File: src/rtl/csa_accum_pkg.sv
// Shared types and helpers for the CSA accumulation controller.
package csa_accum_pkg;

   typedef enum logic [1:0] {
      IDLE,
      ACCUM,
      RESOLVE,
      DONE
   } accumState;

   localparam int EXT_MAX_W = 64;

   // Widens an operand of the given width to EXT_MAX_W bits; callers cast down to their accumulator width.
   function automatic logic [EXT_MAX_W-1:0] extendOperand(input logic [EXT_MAX_W-1:0] x,
                                                          input int width,
                                                          input bit isSigned);
      logic [EXT_MAX_W-1:0] r;
      r = x;
      for (int i = 0; i < EXT_MAX_W; i++) begin
         if (i >= width) begin
            r[i] = isSigned ? x[width-1] : 1'b0;
         end
      end
      return r;
   endfunction

endpackage

File: src/rtl/csa_ha.sv
// 2:1 compressor (half adder) cell used by the iterative carry-resolve row.
module csa_ha (
   input  logic a,
   input  logic b,
   output logic sum,
   output logic carry
);

   assign sum   = a ^ b;
   assign carry = a & b;

endmodule

File: src/rtl/csa_row.sv
// ACC_W-wide row of 3:2 compressors; carry comes out already shifted left with the MSB dropped.
module csa_row #(
   parameter int ACC_W = 20
) (
   input  logic [ACC_W-1:0] a,
   input  logic [ACC_W-1:0] b,
   input  logic [ACC_W-1:0] c,
   output logic [ACC_W-1:0] sum,
   output logic [ACC_W-1:0] carry
);

   logic [ACC_W-2:0] majority;

   assign sum = a ^ b ^ c;

   // The top bit's majority would be shifted out, so it is never formed.
   assign majority = (a[ACC_W-2:0] & b[ACC_W-2:0])
                   | (a[ACC_W-2:0] & c[ACC_W-2:0])
                   | (b[ACC_W-2:0] & c[ACC_W-2:0]);

   assign carry = {majority, 1'b0};

endmodule

File: src/rtl/csa_accum_ctrl.sv
// Multi-operand accumulator: CSA reduction of a packet into sum/carry, then carry resolution.
// Define CSA_ACCUM_FAST_RESOLVE_EN for a single-cycle carry-propagate resolve.
module csa_accum_ctrl
   import csa_accum_pkg::*;
#(
   parameter int WIDTH  = 16,
   parameter int CNT_W  = 4,
   parameter int SIGNED = 0,
   localparam int ACC_W = WIDTH + CNT_W
) (
   input  logic             clk,
   input  logic             rst,
   input  logic             in_valid,
   output logic             in_ready,
   input  logic [WIDTH-1:0] in_data,
   input  logic             in_last,
   output logic             out_valid,
   input  logic             out_ready,
   output logic [ACC_W-1:0] out_sum,
   output logic [CNT_W-1:0] out_count
);

   accumState        state;
   accumState        stateNext;
   logic [ACC_W-1:0] sumReg;
   logic [ACC_W-1:0] carryReg;
   logic [ACC_W-1:0] sumNext;
   logic [ACC_W-1:0] carryNext;
   logic [ACC_W-1:0] opExt;
   logic [ACC_W-1:0] rowSum;
   logic [ACC_W-1:0] rowCarry;
   logic [CNT_W-1:0] cntReg;
   logic [CNT_W-1:0] cntNext;
   logic [CNT_W-1:0] cntInc;
   logic             accept;
   logic             lastBeat;

   assign in_ready = ((state == IDLE) || (state == ACCUM)) && !rst;
   assign accept   = in_valid && in_ready;
   assign cntInc   = cntReg + CNT_W'(1);
   assign lastBeat = in_last || (cntInc == '1);
   assign opExt    = ACC_W'(extendOperand(64'(in_data), WIDTH, SIGNED != 0));

   csa_row #(
      .ACC_W(ACC_W)
   ) accumRow (
      .a    (sumReg),
      .b    (carryReg),
      .c    (opExt),
      .sum  (rowSum),
      .carry(rowCarry)
   );

`ifdef CSA_ACCUM_FAST_RESOLVE_EN
   logic [ACC_W-1:0] resolveSum;

   assign resolveSum = sumReg + carryReg;
`else
   logic [ACC_W-1:0] haSum;
   logic [ACC_W-2:0] haCarry;

   for (genvar i = 0; i < ACC_W - 1; i++) begin : g_ha
      csa_ha ha (
         .a    (sumReg[i]),
         .b    (carryReg[i]),
         .sum  (haSum[i]),
         .carry(haCarry[i])
      );
   end

   // The MSB's carry would be dropped by the shift, so only its sum bit is needed.
   assign haSum[ACC_W-1] = sumReg[ACC_W-1] ^ carryReg[ACC_W-1];
`endif

   always_comb begin
      stateNext = state;
      sumNext   = sumReg;
      carryNext = carryReg;
      cntNext   = cntReg;
      case (state)
         IDLE, ACCUM: begin
            if (accept) begin
               sumNext   = rowSum;
               carryNext = rowCarry;
               cntNext   = cntInc;
               stateNext = lastBeat ? RESOLVE : ACCUM;
            end
         end
         RESOLVE: begin
`ifdef CSA_ACCUM_FAST_RESOLVE_EN
            sumNext   = resolveSum;
            carryNext = '0;
            stateNext = DONE;
`else
            if (carryReg == '0) begin
               stateNext = DONE;
            end else begin
               sumNext   = haSum;
               carryNext = {haCarry, 1'b0};
            end
`endif
         end
         DONE: begin
            if (out_ready) begin
               stateNext = IDLE;
               sumNext   = '0;
               carryNext = '0;
               cntNext   = '0;
            end
         end
         default: begin
            stateNext = IDLE;
         end
      endcase
   end

   always_ff @(posedge clk) begin
      if (rst) begin
         state    <= IDLE;
         sumReg   <= '0;
         carryReg <= '0;
         cntReg   <= '0;
      end else begin
         state    <= stateNext;
         sumReg   <= sumNext;
         carryReg <= carryNext;
         cntReg   <= cntNext;
      end
   end

   assign out_valid = (state == DONE);
   assign out_sum   = (state == DONE) ? sumReg : '0;
   assign out_count = (state == DONE) ? cntReg : '0;

endmodule

File: config.mk
export PLATFORM = sky130hd
export DESIGN_NAME = csa_accum_ctrl
export DESIGN_NICKNAME = d
export VERILOG_FILES = /design/src/rtl/csa_accum_pkg.sv /design/src/rtl/csa_ha.sv /design/src/rtl/csa_row.sv /design/src/rtl/csa_accum_ctrl.sv
export SDC_FILE = /design/constraint.sdc
export NUM_CORES = 1
export LEC_CHECK = 0
export CAP_MARGIN = 20
export CELL_PAD_IN_SITES_DETAIL_PLACEMENT = 1
export CELL_PAD_IN_SITES_GLOBAL_PLACEMENT = 2
export CORE_UTILIZATION = 37
export DETAILED_ROUTE_END_ITERATION = 7
export PLACE_DENSITY_LB_ADDON = 0.1
export SETUP_SLACK_MARGIN = 0.3
export SLEW_MARGIN = 20
export SYNTH_ARGS = -nofsm -noshare
export SYNTH_HDL_FRONTEND = slang
export SYNTH_SLANG_ARGS = --single-unit
File: constraint.sdc
create_clock -name clk -period 3.2 [get_ports clk]
set_input_delay 0.64 -clock clk [delete_from_list [all_inputs] [get_ports clk]]
set_output_delay 0.64 -clock clk [all_outputs]
set_load 0.1 [all_outputs]
==> metrics.md, run 1 <==
| Metric | Value |
|---|---|
| Setup_tns | `0 ns` |
| RD Place Congestion | `0.7261` |
| Largest net degree at the start of global routing | `39` |
| Final WL | `7773 um` |
| Residual DRC | `0` |
| CP max-delay cell | `dfxtp_1` |
| DRT Pass-1 Iters | `4` |
| # Post-CTS Setup Buffers | `0` |
| # IOs | `47` |
| Sink Count | `45` |
| Port Buffer Count | `46` |
| CTS buffer count | `5` |
| Max Freq | `398.0 MHz` |
| Tightest Hold Check Type | `reg -> reg` |
| Crit-path max FO | `19` |
| Reg area | `900.9 um2` |
| Placed cell count | `463` |
| Footprint of the multi-input gates | `2141 um2` |
| Post-synth EDFFs | `0` |
| Synth-to-layout area growth | `18.84%` |
| Core Rows | `33` |
| Final Hold Fails | `0` |
| Die H | `95.01 um` |
| Max-slew violations | `0` |
| Pleak | `1.797 nW` |
| Number of global-route vias before repair | `2,571` |
| Cells after synthesis | `326` |
| Final setup vio count | `0` |
| VDD IR max | `0.1913 mV` |
| Crit-path most repeated cell | `buf_4` |
| Worst setup margin | `0.6875 ns` |
| Total GRT Usage | `19.08%` |
| Worst EP required | `2.56 ns` |
| Core region area | `8299 um2` |
| CTS root buffer | `clkbuf_8` |
| Worst setup EP type | `output port` |
| Final ANT Viol Nets | `0` |
| Syn Area/Cell | `9.818 um2` |
| CTS tree | `yes` |
| Initial antenna violation count | `0` |
| Distinct cell type count after synthesis | `41` |
| Initial cell density of the core | `38.56%` |
| DR iter-0 viols | `79` |
| Ant. Diodes | `0` |
| Most common cell after layout, fill and taps aside | `dfxtp_1` |
| Crit-path max cell delay | `0.74 ns` |
| Minimum clock period | `2.512 ns` |
| Worst slack, placed | `0.6453 ns` |
| CP top delay family | `flip-flops` |
| Layout cell share with drive strength beyond 1 | `22.13%` |
| #FFs+latches synth | `45` |
| Power Total | `1.356 mW` |
| Final core area utilization | `45.83%` |
| Unrepaired setup endpoints after global routing | `false` |
| Crit path launch type | `register` |
| Seq/Total Area, Yosys | `28.15%` |
| Worst-Skew Late Latency | `0.30 ns` |
| Clock slew at reported path FFs | `0.09 ns` |
| Period Utilization, post-route | `78.51%` |
| Relative max-transition margin | `57.33%` |
| Vias/cell | `5.289` |
| Synth Net Count | `383` |
| Die width | `95.01 um` |
| Power Dens Cells | `356.6 nW/um2` |
| Fin nets | `423` |
| FFs w/ async S/R, synth | `0%` |
| Final Non-Filler Cells | `471` |
| Number of max-cap violations | `0` |
| Worst path arrival time | `1.87 ns` |
| Crit path cell chain | `buf_4 > and3_1 > buf_4` |
| First-pass GRT wire length | `13,120 um` |
| Via count of the routed design | `2,491` |
| Most frequent cells in the layout | `dfxtp_1 (45), nor2_1 (37), buf_4 (35)` |
| Layout fillers | `973` |
| Main synth FF type | `dfxtp_1` |
| Final Skew | `0.005413 ns` |
| H-tree levels | `2` |
| CTS Hold Bufs | `0` |
| Buffers and inverters on the worst path | `2` |
| Kind of critical path | `reg -> out` |
| Synthesized area | `3201 um2` |
| Post-cts sizing count | `0` |
| Worst-margin pin slew | `0.6391 ns` |
| Post-DP HPWL | `5652 um` |
| Clock Tree Buf Depth | `2` |
| Status | `finished clean` |
| Congestion Overflow GR | `0` |
| DIE AREA | `9026 um2` |
| Warnings, synthesis | `0` |
| Wire per inst | `16.50 um` |
==> final timing paths <==
check | startpoint | to | slack [ns] | cells past startpoint
setup / recovery | state[1]$_SDFFE_PP0P_ | out_sum[1] | 0.69 | 3
hold / removal | sumReg[18]$_SDFFE_PP0P_ | sumReg[18]$_SDFFE_PP0P_ | 0.48 | 2
setup reg to reg | state[1]$_SDFFE_PP0P_ | carryReg[9]$_SDFFE_PP0P_ | 1.01 | 5
hold reg to reg | sumReg[18]$_SDFFE_PP0P_ | sumReg[18]$_SDFFE_PP0P_ | 0.48 | 2
==> cell type report <==
class,instances,area share (%)
clock buffers,7,2.270
multi-input cells,251,56.28
inverters,5,0.4934
well taps,105,3.454
flip-flops and latches,45,23.68
repair buffers,58,13.82
==> kinds of logic after synthesis <==
group,synth area share (%)
and+or+nand+nor,21.42
AOI/OAI and AO/OA,11.14
DFF,28.15
muxes,16.03
adders and majority gates,17.59
buffers and inverters,5.121
xor gates and xnor gates,0.5474
==> power breakdown <==
part	leakage, nW	internal, mW	switching (mW)
Combinational	1.39	0.177	0.180
Clock	0.0443	0.172	0.192
Sequential	0.366	0.590	0.0451
Total	1.80	0.939	0.418
==> per-stage QoR <==
stage	area, um2	hold WS [ns]
after floorplan	3203	0.4470
after global placement	3690	0.4665
after detailed placement	3690	0.4731
after CTS	3776	0.4850
after global routing	3804	0.5052
final	3804	0.4816
==> registers in the layout (all words and copies together), names as in the netlist <==
signal    cells
carryReg     19
cntReg        4
state         2
sumReg       20
==> per-layer routing <==
metal / track usage [%] / wire [um] / part of all wire [%] / vias to the layer above
met3: 2.657 / 194 / 2.5 / 7
met5: 0 / 0 / 0 / -
met1: 26.11 / 3856 / 50 / 1223
li1: - / - / - / 1229
met2: 31.95 / 3660 / 47 / 32
met4: 3.788 / 61 / 0.78 / 0
==> Yosys cell counts, types with 2 or more instances <==
cell | number | share of area, %
buf_2 | 2 | 0.31
dfxtp_1 | 45 | 28
o211ai_1 | 2 | 0.47
a21oi_1 | 3 | 0.47
mux2i_1 | 7 | 2.2
a22oi_1 | 31 | 7.3
mux2_4 | 28 | 13
inv_1 | 5 | 0.59
nor2b_1 | 33 | 6.5
a41oi_1 | 2 | 0.55
and3_1 | 23 | 4.5
nand3_1 | 7 | 1.1
clkbuf_1 | 19 | 2.2
nand3b_1 | 2 | 0.47
mux2_2 | 2 | 0.70
buf_12 | 3 | 1.9
fa_1 | 15 | 9.4
nor4_1 | 3 | 0.59
nor2_1 | 38 | 4.5
ha_1 | 21 | 8.2
nor3_1 | 3 | 0.47
nand2_1 | 13 | 1.5
==> worst min-delay path, cell delays in order, from the launching register on <==
cell and delay, ns:
dfxtp_1 0.33, nand2_1 0.06, mux2i_1 0.05
(Power assumes the default switching activity.)
==> run 2, diff against run 1 <==
Settings changed: CORE_UTILIZATION 37 to 35.
Clock period 3.2 ns to 2.45 ns, I/O delays scaled along.
==> metrics.md, run 2 (same netlist as run 1, synthesis figures left out) <==
| Metric | Value |
|---|---|
| Status | `finished with violations` |
| Failing checks | `DRC` |
| Final setup vio count | `0 (unchanged)` |
| Worst path arrival time | `2.29 ns (+0.42 ns)` |
| Fin nets | `425 (+0.47%)` |
| CP top delay family | `compound AO/OA/AOI/OAI gates` |
| # Post-CTS Setup Buffers | `0 (unchanged)` |
| Post-DP HPWL | `5518 um (-2.4%)` |
| Die H | `97.63 um (+2.8%)` |
| Die width | `97.63 um (+2.8%)` |
| Synth-to-layout area growth | `29.48%` |
| Hold path depth | `2 (unchanged)` |
| DR WL met2 | `3623 um (-1.0%)` |
| Total GRT Usage | `17.58% (-1.5 points)` |
| # IOs | `47 (unchanged)` |
| Worst EP required | `2.64 ns (+0.08 ns)` |
| Crit-path max FO | `16 (-3)` |
| Sink Count | `45 (unchanged)` |
| Worst-margin pin slew | `1.074 ns (+0.4344 ns)` |
| CP Depth | `5 (+2)` |
| Residual DRC | `7 (+7)` |
| Congestion Overflow GR | `0 (unchanged)` |
| Final Non-Filler Cells | `476 (+1.1%)` |
| Crit path cell chain | `clkdlybuf4s50_1 > nor2b_1 > o21ai_1 > a21o_4 > mux2_2` |
| Most frequent cells in the layout | `dfxtp_1 (45), nor2_1 (36), nor2b_1 (32)` |
| Buffers and inverters on the worst path | `1 (-1)` |
| Largest net degree at the start of global routing | `46 (+18%)` |
| Most common cell after layout, fill and taps aside | `dfxtp_1` |
| Setup_tns | `0 ns (unchanged)` |
| Unrepaired setup endpoints after global routing | `true` |
| DIE AREA | `9531 um2 (+5.6%)` |
| Max Freq | `477.7 MHz` |
| Core region area | `8806 um2 (+6.1%)` |
| Placed cell count | `468 (+1.1%)` |
| Worst setup EP type | `register` |
| Largest register FFs | `20 (unchanged)` |
| Minimum clock period | `2.093 ns` |
| First-pass GRT wire length | `13,360 um (+1.8%)` |
| CTS buffer count | `5 (unchanged)` |
| Layout cell share with drive strength beyond 1 | `28.53% (+6.4 points)` |
| Top sig layer | `met4` |
| CTS tree | `yes` |
| Clock Tree Buf Depth | `2 (unchanged)` |
| CP max-delay cell | `clkdlybuf4s50_1` |
| VDD IR max | `0.1822 mV (-4.7%)` |
| Wire per inst | `16.65 um (+0.88%)` |
| Initial cell density of the core | `36.35% (-2.2 points)` |
| Pleak | `1.858 nW (+3.4%)` |
| Clock slew at reported path FFs | `0.08 ns (about the same)` |
| RD Place Congestion | `0.7039 (-3.1%)` |
| CTS root buffer | `clkbuf_8` |
| Vias/cell | `5.294 (+0.10%)` |
| Core Rows | `34 (+3.0%)` |
| DRT Pass-1 Iters | `8 (+4)` |
| Relative max-transition margin | `28.35% (-29 points)` |
| DR iter-0 viols | `74 (-6.3%)` |
| H-tree levels | `2 (unchanged)` |
| Initial antenna violation count | `0 (unchanged)` |
| Number of global-route vias before repair | `2,536 (-1.4%)` |
| WL met3 | `204 um (+5.2%)` |
| Number of max-cap violations | `0 (unchanged)` |
| Kind of critical path | `in -> reg` |
| Final WL | `7925 um (+2.0%)` |
| Worst-Skew Late Latency | `0.30 ns (about the same)` |
| Crit path launch type | `input port` |
| Max-slew violations | `0 (unchanged)` |
| CTS Hold Bufs | `0 (unchanged)` |
| Final ANT Viol Nets | `0 (unchanged)` |
| Worst R2R Path Depth | `4 (-1)` |
| WL met1 | `4039 um (+4.7%)` |
| Ant. Diodes | `0 (unchanged)` |
| Largest regs | `sumReg: 20 flops, carryReg: 19 flops, cntReg: 4 flops` |
| Most flop-heavy register | `sumReg` |
| Final Hold Fails | `0 (unchanged)` |
| Period Utilization, post-route | `85.44%` |
| Tightest Hold Check Type | `reg -> reg` |
| Power Dens Cells | `434.3 nW/um2 (+22%)` |
| Via count of the routed design | `2,520 (+1.2%)` |
| Port Buffer Count | `46 (unchanged)` |
| Crit-path max cell delay | `0.45 ns (-0.29 ns)` |
| Final Skew | `0.006477 ns (+0.001064 ns)` |
==> run 2: changes by cell type in the layout (fill, tap and decap cells not counted), sizes merged <==
cell,previous run,this run
buf,39,40
a21o,2,3
==> run 2: power by group <==
part | total, mW | switching [mW] | internal, mW
sequential | 0.821 | 0.0506 | 0.771
clock | 0.488 | 0.263 | 0.225
combinational | 0.491 | 0.253 | 0.238
total | 1.80 | 0.567 | 1.23
==> run 2: area by class of cell <==
| type | instances | area (um2) |
|---|---|---|
| clock buffer | 7 | 86.33 |
| fill | 984 | 4662 |
| inverter | 5 | 18.77 |
| multi-input combinational | 252 | 2190 |
| sequential | 45 | 900.9 |
| tap | 108 | 135.1 |
| timing repair buffer | 59 | 813.3 |
==> run 2: worst paths after layout <==
kind | end | slack, ns | startpoint
setup / recovery | sumReg[11]$_SDFFE_PP0P_ | 0.36 | in_valid
hold / removal | sumReg[16]$_SDFFE_PP0P_ | 0.48 | sumReg[16]$_SDFFE_PP0P_
setup reg to reg | sumReg[11]$_SDFFE_PP0P_ | 0.46 | carryReg[3]$_SDFFE_PP0P_
hold reg to reg | sumReg[16]$_SDFFE_PP0P_ | 0.48 | sumReg[16]$_SDFFE_PP0P_
==> run 2: metal layers <==
layer / up-vias / global-route usage (%)
met2: 36 / 28.81
met1: 1244 / 24.26
met3: 6 / 2.806
met4: 0 / 3.846
met5: - / 0
li1: 1234 / -
==> run 2: what timing repair did <==
| action | in CTS | in global routing |
|---|---|---|
| resized for setup | 0 | 3 |
| endpoints found under the setup margin | 2 | 33 |
| gates cloned | 1 | 0 |
| pin swaps | 1 | 1 |
==> run 2: stage by stage <==
stage               util, %  cell area [um2]  hold slack, ns  total power [mW]  setup WS (ns)
floorplan                 -             3229          0.4467             1.185         0.1537
global placement      45.82             4035          0.4651             1.308        0.04579
detailed placement    45.82             4035          0.4773             1.323       0.006375
CTS                   46.90             4130          0.4901             1.827         0.2693
global route          47.06             4144          0.5132             1.906         0.2922
finish                47.06             4144          0.4845             1.800         0.3568
==> run 2: worst reg2reg max path, cell delays in order (launching register included) <==
cell,delay (ns)
dfxtp_1,0.37
nor4_1,0.38
and4_2,0.38
a21o_4,0.37
mux2_2,0.39
